**src/rtl/fir_engine_pkg.sv**
```systemverilog
// Shared types and default sizing for the FIR coefficient path.
package fir_engine_pkg;

    localparam int DefNTaps     = 13;
    localparam int DefDataWidth = 8;
    localparam int TapIdxWidth  = $clog2(DefNTaps);

    typedef enum logic [1:0] {
        IDLE  = 2'd0,
        SHIFT = 2'd1,
        FULL  = 2'd2
    } load_state_e;

endpackage

```
**src/rtl/spi_coeff_loader_if.sv**
```systemverilog
// SPI pins from the host plus the coefficient write port towards the bank.
interface spi_coeff_loader_if import fir_engine_pkg::*; #(
    parameter int NTaps     = DefNTaps,
    parameter int DataWidth = DefDataWidth
) ();

    localparam int TapW = $clog2(NTaps);

    logic                 spiClk;
    logic                 mosi;
    logic                 cs;
    logic                 wrEn;
    logic [TapW-1:0]      wrAddr;
    logic [DataWidth-1:0] wrData;
    logic                 loadDone;
    logic                 busy;
    logic                 overrun;

    modport slave (
        input  spiClk, mosi, cs,
        output wrEn, wrAddr, wrData, loadDone, busy, overrun
    );

    modport master (
        output spiClk, mosi, cs,
        input  wrEn, wrAddr, wrData, loadDone, busy, overrun
    );

endinterface

```
**src/rtl/bit_sync.sv**
```systemverilog
// N-flop synchroniser for a single asynchronous bit, with selectable reset value.
module bit_sync #(
    parameter int   N      = 2,
    parameter logic RstVal = 1'b0
) (
    input  logic clk,
    input  logic reset,
    input  logic d,
    output logic q
);

    logic [N-1:0] stages;

    // shift the raw input through the flop chain
    always_ff @(posedge clk or posedge reset) begin
        if (reset) begin
            stages <= {N{RstVal}};
        end else begin
            stages <= {stages[N-2:0], d};
        end
    end

    assign q = stages[N-1];

endmodule

```
**src/rtl/spi_coeff_loader.sv**
```systemverilog
// SPI slave that deserialises MSB-first coefficient words and writes them,
// one strobe per tap, into the FIR coefficient bank.
//
// state | meaning
// IDLE  | no frame open, waiting for cs to fall
// SHIFT | frame open, collecting bits and writing completed words
// FULL  | all taps written; further spiClk edges only flag overrun
module spi_coeff_loader import fir_engine_pkg::*; #(
    parameter int NTaps     = DefNTaps,
    parameter int DataWidth = DefDataWidth
) (
    input logic                clk,
    input logic                reset,
    spi_coeff_loader_if.slave  bus
);

    localparam int TapW = $clog2(NTaps);
    localparam int CntW = $clog2(DataWidth);
    localparam logic [TapW-1:0] LastTap = TapW'(NTaps - 1);
    localparam logic [CntW-1:0] LastBit = CntW'(DataWidth - 1);

    logic sclk_s, sclk_d, cs_s, cs_d, mosi_s;
    logic sclk_rise, cs_rise, cs_fall;

    load_state_e state, state_next;
    logic frame_start, shift_en, write_word, overrun_set;

    logic [CntW-1:0]      bit_cnt;
    logic [TapW-1:0]      tap_idx;
    logic [DataWidth-1:0] shreg;
    logic                 word_ready;

    logic                 wr_en, load_done, busy_q, overrun_q;
    logic [TapW-1:0]      wr_addr;
    logic [DataWidth-1:0] wr_data;

    bit_sync #(.N(2), .RstVal(1'b0)) u_sync_sclk (.clk(clk), .reset(reset), .d(bus.spiClk), .q(sclk_s));
    bit_sync #(.N(2), .RstVal(1'b1)) u_sync_cs   (.clk(clk), .reset(reset), .d(bus.cs),     .q(cs_s));
    bit_sync #(.N(2), .RstVal(1'b0)) u_sync_mosi (.clk(clk), .reset(reset), .d(bus.mosi),   .q(mosi_s));

    // delay flops for edge detection; mosi needs none since it is sampled with sclk_s
    always_ff @(posedge clk or posedge reset) begin
        if (reset) begin
            sclk_d <= 1'b0;
            cs_d   <= 1'b1;
        end else begin
            sclk_d <= sclk_s;
            cs_d   <= cs_s;
        end
    end

    assign sclk_rise = sclk_s & ~sclk_d;
    assign cs_rise   = cs_s & ~cs_d;
    assign cs_fall   = ~cs_s & cs_d;

    // state register
    always_ff @(posedge clk or posedge reset) begin
        if (reset) begin
            state <= IDLE;
        end else begin
            state <= state_next;
        end
    end

    // next state and datapath controls; a cs rise always takes priority over data
    always_comb begin
        state_next  = state;
        frame_start = 1'b0;
        shift_en    = 1'b0;
        write_word  = 1'b0;
        overrun_set = 1'b0;
        unique case (state)
            IDLE: begin
                if (cs_fall) begin
                    state_next  = SHIFT;
                    frame_start = 1'b1;
                end
            end
            SHIFT: begin
                if (cs_rise) begin
                    state_next = IDLE;
                end else begin
                    shift_en = sclk_rise;
                    if (word_ready) begin
                        write_word = 1'b1;
                        if (tap_idx == LastTap) begin
                            state_next = FULL;
                        end
                    end
                end
            end
            FULL: begin
                if (cs_rise) begin
                    state_next = IDLE;
                end else begin
                    overrun_set = sclk_rise;
                end
            end
            default: state_next = IDLE;
        endcase
    end

    // shift register, counters and registered outputs
    always_ff @(posedge clk or posedge reset) begin
        if (reset) begin
            bit_cnt    <= '0;
            tap_idx    <= '0;
            shreg      <= '0;
            word_ready <= 1'b0;
            wr_en      <= 1'b0;
            wr_addr    <= '0;
            wr_data    <= '0;
            load_done  <= 1'b0;
            busy_q     <= 1'b0;
            overrun_q  <= 1'b0;
        end else begin
            wr_en     <= write_word;
            load_done <= wr_en && (wr_addr == LastTap);
            busy_q    <= (state_next != IDLE);
            if (frame_start) begin
                bit_cnt    <= '0;
                tap_idx    <= '0;
                shreg      <= '0;
                word_ready <= 1'b0;
                overrun_q  <= 1'b0;
            end else begin
                word_ready <= 1'b0;
                if (shift_en) begin
                    shreg <= {shreg[DataWidth-2:0], mosi_s};
                    if (bit_cnt == LastBit) begin
                        bit_cnt    <= '0;
                        word_ready <= 1'b1;
                    end else begin
                        bit_cnt <= bit_cnt + 1'b1;
                    end
                end
                if (write_word) begin
                    wr_addr <= tap_idx;
                    wr_data <= shreg;
                    // saturate so the index can never run past the last tap
                    if (tap_idx != LastTap) begin
                        tap_idx <= tap_idx + 1'b1;
                    end
                end
                if (overrun_set) begin
                    overrun_q <= 1'b1;
                end
            end
        end
    end

    assign bus.wrEn     = wr_en;
    assign bus.wrAddr   = wr_addr;
    assign bus.wrData   = wr_data;
    assign bus.loadDone = load_done;
    assign bus.busy     = busy_q;
    assign bus.overrun  = overrun_q;

endmodule

```
**src/flat_wrapper.sv**
```systemverilog
// flat-port wrapper written by rule: the top's interface ports become plain ports
module spi_coeff_loader_flat import fir_engine_pkg::*;
#(
    parameter int NTaps     = DefNTaps,
    parameter int DataWidth = DefDataWidth
)
  (clk, reset, bus_spiClk, bus_mosi, bus_cs, bus_wrEn, bus_wrAddr, bus_wrData, bus_loadDone, bus_busy, bus_overrun);
  spi_coeff_loader_if #(.NTaps(NTaps), .DataWidth(DataWidth)) bus_i ();
  input logic clk;
  input logic reset;
  input wire logic [$bits(bus_i.spiClk)-1:0] bus_spiClk;
  input wire logic [$bits(bus_i.mosi)-1:0] bus_mosi;
  input wire logic [$bits(bus_i.cs)-1:0] bus_cs;
  output wire logic [$bits(bus_i.wrEn)-1:0] bus_wrEn;
  output wire logic [$bits(bus_i.wrAddr)-1:0] bus_wrAddr;
  output wire logic [$bits(bus_i.wrData)-1:0] bus_wrData;
  output wire logic [$bits(bus_i.loadDone)-1:0] bus_loadDone;
  output wire logic [$bits(bus_i.busy)-1:0] bus_busy;
  output wire logic [$bits(bus_i.overrun)-1:0] bus_overrun;
  assign bus_i.spiClk = bus_spiClk;
  assign bus_i.mosi = bus_mosi;
  assign bus_i.cs = bus_cs;
  assign bus_wrEn = bus_i.wrEn;
  assign bus_wrAddr = bus_i.wrAddr;
  assign bus_wrData = bus_i.wrData;
  assign bus_loadDone = bus_i.loadDone;
  assign bus_busy = bus_i.busy;
  assign bus_overrun = bus_i.overrun;
  spi_coeff_loader #(.NTaps(NTaps), .DataWidth(DataWidth)) u_core (.clk(clk), .reset(reset), .bus(bus_i));
endmodule
```
**config.mk**
```make
export PLATFORM = sky130hd
export DESIGN_NAME = spi_coeff_loader_flat
export DESIGN_NICKNAME = d
export VERILOG_FILES = /design/src/rtl/fir_engine_pkg.sv /design/src/rtl/spi_coeff_loader_if.sv /design/src/rtl/bit_sync.sv /design/src/rtl/spi_coeff_loader.sv /design/src/flat_wrapper.sv
export SDC_FILE = /design/constraint.sdc
export NUM_CORES = 1
export LEC_CHECK = 0
export ABC_AREA = 1
export BUFFER_PORTS_ARGS = -buffer_cell sky130_fd_sc_hd__buf_2
export CORE_AREA = 2 2 86 88
export CTS_BUF_LIST = sky130_fd_sc_hd__clkbuf_4
export CTS_CLUSTER_DIAMETER = 200
export DETAILED_ROUTE_END_ITERATION = 7
export DIE_AREA = 0 0 88 90
export PLACE_DENSITY_LB_ADDON = 0.12
export REMOVE_ABC_BUFFERS = 1
export SLEW_MARGIN = 10
export SYNTH_ARGS = -nofsm -noshare
export SYNTH_HDL_FRONTEND = slang
export SYNTH_SLANG_ARGS = --single-unit
```
**constraint.sdc**
```tcl
create_clock -name clk -period 2.05 [get_ports clk]
set_input_delay 0.41 -clock clk [delete_from_list [all_inputs] [get_ports clk]]
set_output_delay 0.41 -clock clk [all_outputs]
set_load 0.1 [all_outputs]
```
==> flow_summary.json, run 1 <==
{
  "status": "finished, final reports clean",
  "maxCapViolCount": 0,
  "rows": 31,
  "rsz0062_at_grt": "false",
  "total_power_mw": 1.46,
  "cts_num_sinks": 42,
  "synth_cells": 169,
  "cp-start-kind": "flip-flop",
  "crit_chain": "buf_2",
  "worstReg2RegStart": "u_core.state[1]",
  "drcViolationCount": 0,
  "crit_cells": 1,
  "synth.avg_cell_area_sq_um": 10.1,
  "coreArea_sq_um": 7020,
  "io_buffers": 20,
  "ctsResizeCount": 0,
  "setup_violations": 0,
  "overflow": 0,
  "fmax_mhz": 627,
  "routabilityCongestion": 0.765,
  "fin_nets": 204,
  "clock_skew_ns": 0.0140,
  "drt-initial-drc-count": 41,
  "mostFrequentLayoutCell": "dfrtp_1",
  "final_util_pct": 28.1,
  "numCtsBuffers": 5,
  "mostFrequentLayoutCells": "dfrtp_1, nand2_1, inv_1",
  "worstMarginPinSlew_ns": 0.592,
  "cts_buffer_depth": 2,
  "die_h_microns": 90,
  "grt_max_degree": 27,
  "drt-total-wl_mm": 3.34,
  "synth-seq-cells": 42,
  "tns_ns": 0,
  "cp.required_ns": 1.64,
  "cts_hold_buf": 0,
  "dieArea_sq_um": 7920,
  "viasPerCell": 4.05,
  "finalCritPeriodShare_pct": 77.8,
  "yosysSeqAreaShare_pct": 62.0,
  "cp-end-kind": "output pin",
  "antenna_found_initial": 0,
  "min_path_type": "in -> async",
  "ys_types": 23,
  "r2r_slack_ns": 0.57,
  "cp_top_family": "buffers and inverters",
  "cp_max_fo": 3,
  "reg2reg_depth": 6,
  "crit_type": "reg -> out",
  "htreeDepth": 2,
  "netlist_area_sq_um": 1700,
  "insertion_delay_ns": 0.35,
  "root_buffer": "clkbuf_4",
  "cp.buffers_inverters": 1,
  "area_growth_syn_to_layout_pct": 16.1,
  "diodes": 0,
  "peakVddDrop_uv": 401,
  "critPathCapture": "bus_wrAddr[1]",
  "pwr_density_cell_nw_per_um2": 738,
  "worst_path_max_delay_cell": "buf_2",
  "first_pass_iters": 4,
  "clkTransAtPathRegs_ns": 0.13,
  "synth_top_area_cell": "dfrtp_1",
  "die_x_microns": 88,
  "boundaryPins": 21,
  "arrival_ns": 1.18,
  "post_drt_wl_per_cell_microns": 11.3,
  "grt_pass1_wl_mm": 6.02,
  "place_inst": 287,
  "grt_pass1_vias": 1204,
  "cts_setup_buffers": 0,
  "ant_nets": 0,
  "final_cells": 295,
  "r2r-end": "u_core.bit_cnt[0]",
  "final.min_clock_period_ns": 1.59,
  "slew_headroom_pct": 60.3,
  "dp_hpwl_mm": 2.32,
  "synth_top_area_share_pct": 57.4,
  "setup.worst_path.start": "u_core.bus.wrAddr[1]",
  "hold_viol": 0,
  "p_leak_nw": 0.977,
  "synth.area.top_cells": "dfrtp_1, nand2_1, inv_1",
  "drive_above_1_share_pct": 20.4,
  "synth_warnings": 0,
  "slowest_delay_ns": 0.44,
  "cts_tree": "built",
  "start_util_pct": 24.2,
  "route.vias.total": 1194,
  "drv_slew": 0,
  "grt_usage_pct": 9.73
}
[sequential cells by signal (all words and copies together), names as in the netlist]
name / count
u_core.bus.wrData: 8
u_core.shreg: 8
u_core.bus.wrAddr: 4
u_core.tap_idx: 4
u_core.bit_cnt: 3
u_core.state: 2
u_core.u_sync_cs.stages: 2
u_core.u_sync_mosi.stages: 2
u_core.u_sync_sclk.stages: 2
u_core.bus.busy: 1
u_core.bus.loadDone: 1
u_core.bus.overrun: 1
u_core.bus.wrEn: 1
u_core.cs_d: 1
u_core.sclk_d: 1
u_core.word_ready: 1
[power breakdown]
group | internal, mW | total [mW] | switching [mW]
Clock | 0.159 | 0.427 | 0.268
Sequential | 0.864 | 0.883 | 0.0182
Combinational | 0.0378 | 0.149 | 0.111
[cell type report]
cell class                      count  area (sq um)
Clock inverter                      1          3.75
Inverter                           25          95.1
Sequential cell                    42          1050
Timing Repair Buffer               22           128
Tap cell                           99           124
Multi-Input combinational cell     99           518
Clock buffer                        7          52.6
Fill cell                         759          5040
[metrics by stage]
step / worst slack [ns] / cell area, sq um / hold slack [ns]
3_3_place_gp: 0.558 / 1920 / 0.333
2_1_floorplan: 0.671 / 1670 / 0.331
6_report: 0.455 / 1980 / 0.0303
5_1_grt: 0.349 / 1980 / 0.0486
4_1_cts: 0.416 / 1980 / 0.0259
3_5_place_dp: 0.557 / 1920 / 0.336
[synth_stat cells]
cell type,number
nor2_4,1
nand4_1,4
xor2_1,1
ha_1,4
clkinv_2,1
o21bai_1,1
o22ai_1,1
o21ai_1,11
nand3_4,1
a21oi_1,1
clkinv_1,1
dfstp_2,3
nand2_1,38
nor4_1,1
buf_6,3
o21ai_0,8
inv_1,23
nor2_1,7
nand3_2,2
nand3_1,14
dfrtp_1,39
nand2_2,3
o31ai_1,1
[layer usage]
layer | vias to the layer above | global-route usage, % | part of all wire [%]
met5 | - | 0 | 0
met4 | 0 | 3.46 | 1.6
met3 | 6 | 3.03 | 3.2
met2 | 16 | 14.6 | 48
met1 | 579 | 13.1 | 48
li1 | 593 | - | -
[how the worst min path moves through the flow]
| stage | startpoint | endpoint | slack (ns) | cells past startpoint |
|---|---|---|---|---|
| 6_report | reset | u_core.bus.wrData[0] | 0.03 | 2 |
| 3_5_place_dp | u_core.u_sync_mosi.stages[0] | u_core.u_sync_mosi.stages[1] | 0.34 | 0 |
| 4_1_cts | reset | u_core.bus.wrData[2] | 0.03 | 2 |
| 2_1_floorplan | u_core.u_sync_mosi.stages[0] | u_core.u_sync_mosi.stages[1] | 0.33 | 0 |
| 5_1_grt | reset | u_core.shreg[5] | 0.05 | 2 |
| 3_3_place_gp | u_core.u_sync_mosi.stages[0] | u_core.u_sync_mosi.stages[1] | 0.33 | 0 |
[logic make-up after synthesis]
logic type                 after synthesis  synth area share, %
AOI/OAI and AO/OA                       23                 7.13
xor gates and xnor gates                 1                0.515
adders and majority gates                4                 2.94
buffers and inverters                   28                 7.57
DFF                                     42                 62.0
and+or+nand+nor                         71                 19.9
Power figures use the tool's default switching activity.
==> inputs of run 2 (changes only) <==
ABC_AREA = 0   (was 1)
CORE_AREA = 2 2 90 92   (was 2 2 86 88)
DIE_AREA = 0 0 92 94   (was 0 0 88 90)
clock period = 1.3 ns   (was 2.05 ns; I/O delays follow)
==> flow_summary.json, run 2 <==
{
  "antenna_found_initial": 0,
  "root_buffer": "clkbuf_4",
  "synth.area.top_cells": "dfrtp_1, mux2_4, o31ai_1",
  "drt-initial-drc-count": 51,
  "slowest_delay_ns": 0.41,
  "synth_warnings": 0,
  "numCtsBuffers": 5,
  "crit_chain": "buf_6, nand2b_1, buf_4, o31ai_1, a21oi_2",
  "area_growth_syn_to_layout_pct": 52.7,
  "synthAdderAreaFrac_pct": 2.70,
  "insertion_delay_ns": 0.37,
  "min_path_type": "reg -> reg",
  "cp_max_fo": 7,
  "drv_slew": 0,
  "drcViolationCount": 0,
  "ant_nets": 0,
  "yosys-top-cells-count": "dfrtp_1, a21oi_1, nand4_1",
  "cts_tree": "built",
  "cts_buffer_depth": 2,
  "top_layer_used": "met4",
  "fin_nets": 209,
  "maxCapViolCount": 0,
  "synth.avg_cell_area_sq_um": 12.0,
  "mostFrequentLayoutCells": "dfrtp_1, buf_12, buf_4",
  "io_buffers": 20,
  "place_ws_ns": -0.268,
  "drt-total-wl_mm": 4.29,
  "synth_cells": 154,
  "synthMuxAreaShare_pct": 11.3,
  "first_pass_iters": 4,
  "fmax_mhz": 714,
  "setup_slack_ns": -0.101,
  "clkTransAtPathRegs_ns": 0.13,
  "arrival_ns": 1.65,
  "die_h_microns": 94,
  "dieArea_sq_um": 8650,
  "peakVddDrop_uv": 420,
  "hold_viol": 0,
  "die_x_microns": 92,
  "viasPerCell": 4.57,
  "synth_edf_count": 0,
  "finalCritPeriodShare_pct": 108,
  "worstMarginPinSlew_ns": 0.541,
  "final_cells": 303,
  "wl_met3_microns": 142,
  "route.vias.total": 1384,
  "cp.required_ns": 1.55,
  "grt_max_degree": 22,
  "drive_above_1_share_pct": 52.2,
  "wl_met2_mm": 2.08,
  "netlist_area_sq_um": 1850,
  "cp-end-kind": "flip-flop",
  "synth-xor-area-share_pct": 0,
  "crit_type": "reg -> reg",
  "worst_path_max_delay_cell": "dfrtp_1",
  "status": "complete, but fails checks",
  "grt_pass1_vias": 1459,
  "overflow": 0,
  "synth_top_area_cell": "dfrtp_1",
  "final.min_clock_period_ns": 1.40,
  "synthSimpleGateAreaFrac_pct": 15.0,
  "cts_num_sinks": 42,
  "place_inst": 287,
  "htreeDepth": 2,
  "coreArea_sq_um": 7610,
  "synth-seq-cells": 42,
  "start_util_pct": 24.3,
  "failed_checks": "negative setup slack",
  "p_leak_nw": 1.20,
  "pwr_density_cell_nw_per_um2": 850,
  "yosysSeqAreaShare_pct": 57.0,
  "setup_violations": 29,
  "post_drt_wl_per_cell_microns": 14.1,
  "dp_hpwl_mm": 2.69,
  "tns_ns": -1.62,
  "boundaryPins": 21,
  "clock_skew_ns": 0.0238,
  "routabilityCongestion": 0.775,
  "rsz0062_at_grt": "true",
  "synth.most_common_cell": "dfrtp_1",
  "grt_pass1_wl_mm": 7.33,
  "ys_types": 32,
  "synth_top_family_by_area": "simple AND/OR/NAND/NOR gates",
  "grt_usage_pct": 10.8,
  "m1WireLength_mm": 1.98,
  "ys.flop_type": "dfrtp_1",
  "synth_top_area_share_pct": 52.7,
  "rows": 32,
  "synth_compound_area_share_pct": 9.32,
  "mostFrequentLayoutCell": "dfrtp_1",
  "cp-start-kind": "flip-flop",
  "slew_headroom_pct": 63.7,
  "ys_async_sr_fraction_pct": 100,
  "diodes": 0
}
==> run 2: what timing repair did <==
action	in CTS	in global routing
buffers inserted	2	1
endpoints found under the setup margin	30	35
cloned	1	0
hold buffers	4	0
pin swaps	6	9
endpoints found under the hold margin	11	0
gates resized for setup	34	23
==> run 2: cell families after synthesis <==
kind of cell    count (synthesis)
buf+inv                        18
fa+ha+maj                       4
mux                            16
compound gates                 28
simple gates                   46
flops                          42
==> run 2: power breakdown <==
group / total [mW] / internal (mW) / switching (mW)
combinational: 0.363 / 0.156 / 0.208
sequential: 1.39 / 1.35 / 0.0361
clock: 0.653 / 0.202 / 0.451
==> run 2: area by class of cell <==
class	instances	area [sq um]
multi-input combinational	94	920
tap	102	128
clock inverter	3	16.3
timing repair buffer	51	647
clock buffer	5	37.5
sequential	42	1060
inverter	6	22.5
fill	759	4780
==> run 2: worst max-delay path, delay by kind of cell (launching register included) <==
| family | cells | cell delay [ns] |
|---|---|---|
| compound gates | 2 | 0.42 |
| simple gates | 1 | 0.16 |
| buf+inv | 2 | 0.31 |
| flops | 1 | 0.41 |
==> run 2: layer usage <==
| metal | global-route usage (%) | vias to the layer above |
|---|---|---|
| li1 | - | 649 |
| met2 | 17.7 | 22 |
| met3 | 2.89 | 7 |
| met5 | 0 | - |
| met4 | 3.73 | 0 |
| met1 | 13.7 | 706 |
==> run 2: worst paths after layout <==
path / from / end / slack (ns) / depth (start not counted)
max in group asynchronous: reset / u_core.bus.wrAddr[0] / 0.39 / 4
hold reg to reg: u_core.u_sync_mosi.stages[0] / u_core.u_sync_mosi.stages[1] / 0.36 / 0
setup / recovery: u_core.state[1] / u_core.bit_cnt[0] / -0.10 / 5
min in group asynchronous: reset / u_core.word_ready / 0.42 / 3
setup reg to reg: u_core.state[1] / u_core.bit_cnt[0] / -0.10 / 5
hold / removal: u_core.u_sync_mosi.stages[0] / u_core.u_sync_mosi.stages[1] / 0.36 / 0
==> run 2: through the flow <==
step                cell area, sq um  power, mW  util (%)  hold slack (ns)
detailed placement              2460       1.68      32.4            0.263
global placement                2460       1.67      32.4            0.258
floorplan                       1790       1.55         -            0.264
global route                    2830       2.53      37.2            0.367
finish                          2830       2.40      37.2            0.362
CTS                             2720       2.39      35.7            0.366
